===== src/rtl/gpia_port.sv =====
// W-bit general-purpose I/O port: direction, output latch, synchronised inputs,
// sticky edge-capture flags with a maskable interrupt, and strobe-gated readback.
module gpia_port #(
    parameter int W        = 8,
    parameter int EDGE_SEL = 0
) (
    input  logic         clk_i,
    input  logic         reset_i,
    input  logic [1:0]   adr_i,
    input  logic [W-1:0] dat_i,
    input  logic         we_i,
    input  logic         stb_i,
    output logic [W-1:0] dat_o,
    input  logic [W-1:0] port_i,
    output logic [W-1:0] port_o,
    output logic [W-1:0] oe_o,
    output logic         int_o
);

    logic [W-1:0] out_q;
    logic [W-1:0] ddr_q;
    logic [W-1:0] edge_q;
    logic [W-1:0] imask_q;
    logic [W-1:0] s1_q;
    logic [W-1:0] s2_q;
    logic [W-1:0] s3_q;
    logic         primed_q;
    logic [1:0]   prime_cnt_q;

    logic         wr_en;
    logic [W-1:0] edge_evt;
    logic [W-1:0] edge_clr;

    assign wr_en = stb_i && we_i;

    // primed rises only once s3 holds a post-reset sample, so levels present at
    // reset are never compared against the zeroed stages.
    always_ff @(posedge clk_i) begin
        if (reset_i) begin
            s1_q        <= '0;
            s2_q        <= '0;
            s3_q        <= '0;
            primed_q    <= 1'b0;
            prime_cnt_q <= 2'd0;
        end else begin
            s1_q <= port_i;
            s2_q <= s1_q;
            s3_q <= s2_q;
            if (!primed_q) begin
                if (prime_cnt_q == 2'd2) begin
                    primed_q <= 1'b1;
                end else begin
                    prime_cnt_q <= prime_cnt_q + 2'd1;
                end
            end
        end
    end

    always_comb begin
        edge_evt = '0;
        case (EDGE_SEL)
            1:       edge_evt = s2_q & ~s3_q;
            2:       edge_evt = ~s2_q & s3_q;
            default: edge_evt = s2_q ^ s3_q;
        endcase
        edge_evt = edge_evt & ~ddr_q & {W{primed_q}};
    end

    assign edge_clr = (wr_en && adr_i == 2'd2) ? dat_i : '0;

    always_ff @(posedge clk_i) begin
        if (reset_i) begin
            out_q   <= '0;
            ddr_q   <= '0;
            edge_q  <= '0;
            imask_q <= '0;
        end else begin
            if (wr_en && adr_i == 2'd0) out_q   <= dat_i;
            if (wr_en && adr_i == 2'd1) ddr_q   <= dat_i;
            if (wr_en && adr_i == 2'd3) imask_q <= dat_i;
            // A new event outranks a same-cycle clear of that bit.
            edge_q <= (edge_q & ~edge_clr) | edge_evt;
        end
    end

    always_comb begin
        dat_o = '0;
        if (stb_i && !we_i) begin
            case (adr_i)
                2'd0:    dat_o = (ddr_q & out_q) | (~ddr_q & s2_q);
                2'd1:    dat_o = ddr_q;
                2'd2:    dat_o = edge_q;
                default: dat_o = imask_q;
            endcase
        end
    end

    assign port_o = out_q;
    assign oe_o   = ddr_q;
    assign int_o  = |(edge_q & imask_q);

endmodule

===== config.mk =====
export PLATFORM = sky130hd
export DESIGN_NAME = gpia_port
export DESIGN_NICKNAME = d
export VERILOG_FILES = /design/src/rtl/gpia_port.sv
export SDC_FILE = /design/constraint.sdc
export NUM_CORES = 1
export LEC_CHECK = 0
export ABC_AREA = 1
export ABC_CLOCK_PERIOD_IN_PS = 2070
export BUFFER_PORTS_ARGS = -buffer_cell sky130_fd_sc_hd__buf_2
export CAP_MARGIN = 20
export CORE_MARGIN = 2
export CORE_UTILIZATION = 59
export DETAILED_ROUTE_END_ITERATION = 16
export PLACE_DENSITY = 0.8
export SYNTH_ARGS = -nofsm -noshare
export SYNTH_HDL_FRONTEND = slang
export SYNTH_SLANG_ARGS = --single-unit
export TNS_END_PERCENT = 10

===== constraint.sdc =====
create_clock -name clk_i -period 2.07 [get_ports clk_i]
set_clock_uncertainty 0.2 [all_clocks]
set_input_delay 0.3105 -clock clk_i [delete_from_list [all_inputs] [get_ports clk_i]]
set_output_delay 0.3105 -clock clk_i [all_outputs]
set_load 0.03 [all_outputs]

---- Yosys cells after proc, flatten, opt, wreduce, memory -nomap -nowiden ----
Cells that the tools add are included.
word-level totals
  register bits after elaboration ......... 59
  output and inout port bits .............. 25
  logic and storage cells ................. 42
operators by class
  $add $sub $neg .......................... 1
  eq/ne operators ......................... 4
  mux-type cells .......................... 5
  bitwise logic cells ..................... 13
  reduce and logical (&&, ||, !) cells .... 10
operators with widths
  kind                                                  count
  AND 8 bit                                             6
  one-hot mux 8 bit (3 select lines)                    1
  2-to-1 mux 8 bit                                      2
  inverter 8 bit                                        2
  OR 8 bit                                              2
  OR reduction 8 bit                                    1
  XOR 8 bit                                             1
  equality test 2 bit (second input constant)           3
  logical AND 1 bit                                     6
  adder 2 x 1 -> 2 bit (second input constant)          1
  equality test 2 x 1 -> 1 bit (second input constant)  1
  logical NOT 2 bit                                     1
  2-to-1 mux 1 bit                                      2
  inverter 1 bit                                        2
  AND reduction 2 bit                                   1
  logical NOT 1 bit                                     1

---- Depth between registers and ports, before layout ----
Gate-level depths: netlist of the first run.
  depth after elaboration ................. 6
  gate-level depth with buffers ........... 6
  mapped depth without buffers ............ 6

---- Worst setup path after synthesis of the first run ----
Ideal clock, no wire load.
  kind .................................... in2out
  from .................................... in adr_i[1]
  to ...................................... out dat_o[1]
  arrival ................................. 1.300 ns
  data required time ...................... 1.559 ns
  slack ................................... 0.260 ns
  stages .................................. 6
  path buffers ............................ 2
  cell sequence ........................... buf_4 -> nand2_4 -> buf_6 -> nand2_1 -> a21oi_1 -> a21oi_1
on the way
  longest elaborated chain between the ends .. 3
ends and longest elaborated chain
  item                                               line  source
  start, declared                                    9     input logic [1:0] adr_i,
  equality test 2 bit, or another cell as far along  89    case (adr_i)
  one-hot mux 8 bit (3 select lines) (*)             89
  2-to-1 mux 8 bit (*)                               88    if (stb_i && !we_i) begin
  end, declared                                      13    output logic [W-1:0] dat_o,
Mark *: on every way between the ends. The rest lies on a longest branch, timed or not.

---- Worst setup path in the final report of the first run ----
  from .................................... reg ddr_q[5], in the netlist oe_o[5]
  to ...................................... out dat_o[5]
on the way
  longest elaborated chain between the ends .. 5
ends and longest elaborated chain
  item                                    line  source
  start, declared                         21    logic [W-1:0] ddr_q;
  start signal, assigned                  79    if (wr_en && adr_i == 2'd1) ddr_q <= dat_i;
  inverter 8 bit                          90    2'd0: dat_o = (ddr_q & out_q) | (~ddr_q & s2_q);
  AND 8 bit                               90
  OR 8 bit                                90
  one-hot mux 8 bit (3 select lines) (*)  89
  2-to-1 mux 8 bit (*)                    88
Marks and branches as above.

==> impl_metrics.toml, run 1 <==
[outcome]
run_status = "completed"

[layout]
diodes = 0
nFillCells = 328
area_growth_pct = 19.6
fin_nets = 426
drive_above_1_share_pct = 20.1

[route]
first_pass_iters = 4
avgViaCountPerCell = 5.22
remaining_drc_errors = 0
vias = 2392
wl_met3_um = 456
ant_nets = 0
wl_met1_mm = 2.58
highest_layer = "met4"
wl_per_cell_um = 13.1
wl_mm = 6.01
drtIter0Drc = 209
wl_met2_mm = 2.83

[floorplanning]
start_util_pct = 62.4
die_h_um = 69.5
ios = 47
core.rowCount = 23
die_area_mm2 = 0.00483
die_x_um = 69.5
core_area_mm2 = 0.00406

[cts]
clkTransAtPathRegs_ns = 0.07
ctsRootBufferMaster = "clkbuf_8"
h-tree-depth = 3
ctsLongestPathBuffers = 2
clock-sinks = 59
clock_latency_ns = 0.33
postCtsSetupBuffers = 0
tritoncts.num_buffers = 9
cts_tree = "yes"

[timing]
rsz0062_at_grt = "false"
setup_violations = 0
finalMaxSlewViolations = 0
fin_hold_ws_ns = 0.0423
worst_slack_ns = 0.169
fin_crit_sh_pct = 91.8
min_period_ns = 1.90
hold_violations = 0
slew_headroom_pct = 76.7
finalSetupTns_ns = 0
worst_slew_pin_slew_ns = 0.349
fmax_mhz = 526

[synth]
ys_seq_elements = 59
synthXorXnorAreaFrac_pct = 0.346
avgSynthCellArea_um2 = 7.34
yosysTopAreaCellShare_pct = 46.6
yosysSeqAreaShare_pct = 46.6
synth-compound-area-share_pct = 13.2
ys_warn_count = 0
yosys.area_share.simple_pct = 30.2
synth_area_leaders = "dfxtp_1, nor2_1, nand2_1"
ys_types = 28
yosysTopAreaCell = "dfxtp_1"
synth_top_family_by_area = "simple AND/OR/NAND/NOR gates"
synthAdderAreaFrac_pct = 0.494
netlist_instances = 345
syn_area_mm2 = 0.00253
synthMuxAreaShare_pct = 0
syn-num-nets = 368

[pwr]
p_per_area_mw_per_mm2 = 830
p_clk_share_pct = 36.5
power_leakage_nw = 1.40
p_switching_mw = 0.691
swShare_pct = 27.5
p_int_mw = 1.82
p_seq_share_pct = 49.6
comb_power_share_pct = 13.9
ir_drop_mv = 0.613

[critical_path]
worstPathCellList = "nand2_1 -> o21ai_0 -> nand2_1 -> a21oi_1 -> buf_2"
cp_common_cell = "nand2_1"
startpoint = "oe_o[5]"
crit_cells = 5
cp-end-kind = "output port"
criticalPathCategory = "reg -> out"
cp.arrival_ns = 1.39
crit_fanout = 6
critical_path.endpoint = "dat_o[5]"
cp.required_ns = 1.56
rr_startpoint = "prime_cnt_q[0]"
reg2reg_depth = 5
path_delay_family = "flip-flops"
critPathMaxStageDelay_ns = 0.42
rrSetupSlack_ns = 0.77
critPathLaunchType = "register"
crit_buf_inv = 1
r2r_end = "prime_cnt_q[0]"
critPathSlowestCell = "dfxtp_1"

[placed_design]
dp_slack_ns = 0.0964
dpl.hpwl_mm = 3.92
gp_congestion = 0.897
numPortBuffers = 46

[job]
maxCapViolations = 0

[global_routing]
grt_start_max_net_pins = 26
grt_first_pass_wirelength_mm = 10.1
grt_pass1_vias = 2213
overflow = 0
grtUsageTotal_pct = 26.9
antenna_found_initial = 0

[min_path]
hold_class = "in -> reg"
-- power by group through the flow --
stage               Combinational [mW]  Sequential (mW)  Clock [mW]
floorplan                        0.224             1.28           0
global placement                 0.321             1.27           0
detailed placement               0.336             1.27           0
CTS                              0.350             1.25       0.931
global route                     0.392             1.25       0.983
finish                           0.349             1.25       0.919
-- area by class of cell --
type | count | area (µm²) | share of cell area [%]
clock buffers | 14 | 163 | 5.37
clock inverters | 2 | 10.0 | 0.330
inverters | 39 | 156 | 5.16
multi-input cells | 237 | 1120 | 37.0
flip-flops and latches | 59 | 1180 | 39.0
well taps | 50 | 62.6 | 2.07
repair buffers | 57 | 335 | 11.1
-- through the flow --
| step | instances | instance area (µm²) | power [mW] | utilization (%) |
|---|---|---|---|---|
| floorplan | 345 | 2530 | 1.50 | - |
| global placement | 434 | 2770 | 1.59 | 68.4 |
| detailed placement | 434 | 2770 | 1.61 | 68.4 |
| CTS | 458 | 3030 | 2.53 | 74.6 |
| global route | 458 | 3030 | 2.63 | 74.7 |
| finish | 458 | 3030 | 2.51 | 74.7 |
-- Yosys cell counts, drive strengths merged --
library cell,instances
inv,36
a21oi,19
nor3,1
nand2,53
o211ai,2
nor2,91
buf,5
clkinv,3
or2,6
nand4,5
o21a,4
nand3,15
o21ai,39
dfxtp,59
ha,1
clkbuf,5
xor2,1
-- logic make-up after synthesis --
kind of cell / Yosys count
flops: 59
compound gates: 64
fa+ha+maj: 1
simple gates: 171
xor+xnor: 1
buf+inv: 49
-- worst register-to-register path, stage by stage (launching register included) --
cell and delay [ns]:
dfxtp_1 0.30, inv_1 0.06, ha_1 0.20, nor2_1 0.21, xor2_1 0.18, nor2_1 0.05
-- layout by cell type, fill, tap and decap left out, drive strengths merged, types with 4 or more instances in the layout --
master and instances:
nand4 5, dlygate4sd3 8, a21oi 19, o21ai 39
o21a 4, or2 6, nand2 53, clkbuf 15
buf 48, nor2 91, nand3 15, dfxtp 59
inv 36, clkinv 5
-- worst min-delay path by stage --
stage	start	to	slack, ns	cells past startpoint
floorplan	s1_q[0]	s2_q[0]	0.19	2
global placement	s1_q[3]	s2_q[3]	0.19	2
detailed placement	s1_q[3]	s2_q[3]	0.19	2
CTS	dat_i[5]	imask_q[5]	0.04	3
global route	dat_i[3]	imask_q[3]	0.06	3
finish	dat_i[5]	imask_q[5]	0.04	3
-- layer usage --
layer  vias up  GRT usage (%)
li1       1217              -
met1      1073           36.0
met2        90           39.5
met3        12           7.56
met4         0           14.2
met5         -              0
-- what timing repair did --
item / CTS / global route
endpoints found under the setup margin: 0 / 1
hold buffers: 8 / 0
hold endpoints to repair: 8 / 0
resized for setup: 0 / 1
-- flip-flops by register name, indices dropped and copies added (netlist names) --
signal,count
s3_q,8
s2_q,8
prime_cnt_q,2
oe_o,8
imask_q,8
s1_q,8
edge_q,8
primed_q,1
port_o,8
(Power assumes the default switching activity.)
==> run 2: changes to the inputs <==
ABC_CLOCK_PERIOD_IN_PS = 2280   (was 2070)
clock period = 2.28 ns   (was 2.07 ns; I/O delays follow)
==> run 2 against run 1 <==
Clock power down 1%. Non-clock buffer count is 5 lower. Register-to-register slack improved by 0.22 ns. Wire length up 1.8%. Cell count down 1.1%. Sequential cell count unchanged. Clock-buffer cell count rose by 1. Worst hold slack worse by 0.033 ns. Total power shrank 6.8%. Critical path depth grew 1. Via count grew 1.6%. First-iteration DRC count increased by 11%. Highest routed layer unchanged.
==> impl_metrics.toml, run 2 (synthesized netlist as in run 1, its figures left out) <==
[outcome]
run_status = "completed"

[timing]
fin_crit_sh_pct = 90.5
worst_slack_ns = 0.217
worst_slew_pin_slew_ns = 0.489
hold_violations = 0
fmax_mhz = 485
finalSetupTns_ns = 0
min_period_ns = 2.06
finalMaxSlewViolations = 0
slew_headroom_pct = 67.4
setup_violations = 0
fin_hold_ws_ns = 0.00944
rsz0062_at_grt = "false"

[floorplanning]
die_h_um = 69.5
core.rowCount = 23
die_area_mm2 = 0.00483
ios = 47
start_util_pct = 62.4
die_x_um = 69.5
core_area_mm2 = 0.00406

[pwr]
p_seq_share_pct = 48.3
p_per_area_mw_per_mm2 = 782
p_int_mw = 1.71
total_power_mw = 2.34
p_clk_share_pct = 38.7
comb_power_share_pct = 13.0
swShare_pct = 27.0
ir_drop_mv = 0.636
power_leakage_nw = 1.38
p_switching_mw = 0.634

[layout]
multi_input_area_mm2 = 0.00112
layout_commonest_cell = "nor2_1"
seq_area_mm2 = 0.00118
most-common-layout-cells = "nor2_1, dfxtp_1, nand2_1"
fin_nets = 421
diodes = 0
nFillCells = 327
final_area_mm2 = 0.00300
area_growth_pct = 18.3
drive_above_1_share_pct = 20.3

[global_routing]
overflow = 0
grtUsageTotal_pct = 26.7
grt_pass1_vias = 2177
grt_first_pass_wirelength_mm = 10.0
antenna_found_initial = 0
grt_start_max_net_pins = 26

[min_path]
hold_class = "in -> reg"

[route]
drtIter0Drc = 231
wl_mm = 6.12
ant_nets = 0
wl_per_cell_um = 13.5
first_pass_iters = 6
remaining_drc_errors = 0
vias = 2430
avgViaCountPerCell = 5.36

[placed_design]
placed_area_mm2 = 0.00277
gp_congestion = 0.885
dpl.hpwl_mm = 3.90
numPortBuffers = 46
dp_slack_ns = 0.231

[critical_path]
cp.arrival_ns = 1.52
critPathLaunchType = "input port"
crit_fanout = 17
criticalPathCategory = "in -> out"
cp-end-kind = "output port"
cp.required_ns = 1.74

[cts]
ctsResizeCount = 0
clock-sinks = 59
clkTransAtPathRegs_ns = 0.06
ctsRootBufferMaster = "clkbuf_8"
ctsLongestPathBuffers = 2
postCtsSetupBuffers = 0
clock_latency_ns = 0.34
h-tree-depth = 3
tritoncts.num_buffers = 9
cts_hold_buffers = 4
cts_tree = "yes"

[job]
maxCapViolations = 0
run 2: cell types whose count changed in the layout (fill, tap and decap cells not counted), sizes merged:
cell,before,now
dlygate4sd3,8,4
clkinv,5,4
run 2: routing by layer:
metal  routed length (µm)  track usage [%]
met4                  110             13.9
met1                 2620             35.4
met3                  390             4.36
met5                    0                0
met2                 3000             42.1
run 2: power by group through the flow:
stage / Sequential [mW] / Combinational [mW] / Clock (mW)
floorplan: 1.16 / 0.203 / 0
global placement: 1.15 / 0.290 / 0
detailed placement: 1.15 / 0.300 / 0
CTS: 1.13 / 0.306 / 0.920
global route: 1.14 / 0.343 / 0.964
finish: 1.13 / 0.306 / 0.906
run 2: worst paths after layout:
path | start | endpoint | slack (ns) | cells past startpoint
setup / recovery | adr_i[0] | dat_o[0] | 0.22 | 6
hold / removal | port_i[6] | s1_q[6] | 0.009 | 3
setup reg to reg | prime_cnt_q[0] | prime_cnt_q[0] | 0.99 | 5
hold reg to reg | s1_q[1] | s2_q[1] | 0.20 | 2
run 2: layout make-up:
cell class / count / share of cell area, %
flip-flops and latches: 59 / 39.4
multi-input cells: 237 / 37.4
repair buffers: 52 / 9.52
clock buffers: 15 / 6.22
inverters: 39 / 5.22
well taps: 50 / 2.09
clock inverters: 1 / 0.167
run 2: metrics by stage:
step / std cells / util (%)
2_1_floorplan: 345 / -
5_1_grt: 453 / 73.9
4_1_cts: 453 / 73.9
6_report: 453 / 73.9
3_3_place_gp: 433 / 68.2
3_5_place_dp: 433 / 68.2
run 2: worst max-delay path, cell delays in order:
cell	delay, ns
buf_2	0.40
nand2_4	0.21
nand2_1	0.12
a21oi_1	0.04
a21oi_1	0.18
buf_2	0.22
==> run 3: changes to the inputs <==
CTS_CLUSTER_SIZE = 24   (was default)
PLACE_DENSITY = 0.84   (was 0.8)
==> run 3 against run 2 <==
Sequential power barely moved. Sequential cell count unchanged. Worst hold slack got worse by 0.0017 ns. Largest cell class unchanged. Non-clock buffer count unchanged.
==> impl_metrics.toml, run 3 (synthesized netlist as in run 1, its figures left out) <==
[cts]
clock_latency_ns = 0.34
h-tree-depth = 3
tritoncts.num_buffers = 9
cts_tree = "yes"
ctsRootBufferMaster = "clkbuf_8"
postCtsSetupBuffers = 0
clkTransAtPathRegs_ns = 0.06
ctsLongestPathBuffers = 2
clock-sinks = 59

[global_routing]
grt_start_max_net_pins = 26
overflow = 0
grt_first_pass_wirelength_mm = 10.1
grt_pass1_vias = 2249
grtUsageTotal_pct = 26.6
antenna_found_initial = 0

[placed_design]
numPortBuffers = 46
gp_congestion = 0.831
dpl.hpwl_mm = 3.84
placed_area_mm2 = 0.00277

[timing]
fin_hold_ws_ns = 0.00779
finalSetupTns_ns = 0
fmax_mhz = 488
rsz0062_at_grt = "false"
min_period_ns = 2.05
hold_violations = 0
worst_slew_pin_slew_ns = 0.476
fin_crit_sh_pct = 89.8
finalMaxSlewViolations = 0
slew_headroom_pct = 68.3
setup_violations = 0

[outcome]
run_status = "completed"

[route]
vias = 2381
remaining_drc_errors = 0
ant_nets = 0
first_pass_iters = 5
wl_per_cell_um = 13.1
wl_mm = 5.93
avgViaCountPerCell = 5.26
drtIter0Drc = 163

[layout]
most-common-layout-cells = "nor2_1, dfxtp_1, nand2_1"
layout_commonest_cell = "nor2_1"
area_growth_pct = 19.7
finish.utilization_pct = 74.7
diodes = 0
nFillCells = 338
fin_nets = 421
final_area_mm2 = 0.00303
drive_above_1_share_pct = 20.8

[floorplanning]
ios = 47
die_h_um = 69.5
die_x_um = 69.5
core.rowCount = 23
start_util_pct = 62.4
core_area_mm2 = 0.00406
die_area_mm2 = 0.00483

[critical_path]
cp-end-kind = "output port"
critPathLaunchType = "input port"
cp.arrival_ns = 1.51
crit_fanout = 17
criticalPathCategory = "in -> out"
cp.required_ns = 1.74

[min_path]
hold_class = "in -> reg"

[pwr]
total_power_mw = 2.50
ir_drop_mv = 0.699
p_per_area_mw_per_mm2 = 824
power_leakage_nw = 1.40

[job]
maxCapViolations = 0
[run 3: layout make-up]
| type | count | area, µm² | share of cell area (%) |
|---|---|---|---|
| Sequential cell | 59 | 1180 | 38.9 |
| Multi-Input combinational cell | 237 | 1120 | 37.0 |
| Timing Repair Buffer | 52 | 285 | 9.41 |
| Inverter | 39 | 156 | 5.16 |
| Clock buffer | 11 | 151 | 4.99 |
| Clock inverter | 5 | 75.1 | 2.48 |
| Tap cell | 50 | 62.6 | 2.06 |
[run 3: power by group]
group / switching [mW] / internal (mW) / leakage [nW]
registers: 0.0383 / 1.09 / 0.482
logic: 0.200 / 0.105 / 0.800
clock network: 0.395 / 0.669 / 0.119
[run 3: worst paths after layout]
kind | startpoint | to | slack (ns) | cells past startpoint
max reg2reg | prime_cnt_q[0] | prime_cnt_q[0] | 0.97 | 5
min | port_i[6] | s1_q[6] | 0.008 | 3
min reg2reg | s1_q[5] | s2_q[5] | 0.20 | 2
max | adr_i[0] | dat_o[1] | 0.23 | 6
[run 3: critical path, cell delays in order]
cell	delay (ns)
buf_2	0.39
nand2_4	0.23
nand2_1	0.11
a21oi_1	0.04
a21oi_1	0.16
buf_2	0.22
[run 3: layer usage]
layer	share of wire (%)	track usage (%)	routed length, µm	up-vias
li1	-	-	-	1201
met1	44	32.3	2580	1068
met2	47	43.8	2780	90
met5	0	0	0	-
met3	6.7	7.41	396	22
met4	2.9	12.4	171	0
[run 3: per-stage QoR]
step           std cells  setup slack (ns)
2_1_floorplan        345             0.407
3_3_place_gp         433             0.260
3_5_place_dp         433             0.236
4_1_cts              453             0.228
5_1_grt              453             0.135
6_report             453             0.232
[run 3: timing repair]
item,4_1_cts,5_1_grt
hold buffers,4,0
hold endpoints to repair,4,0
gates resized for setup,0,0
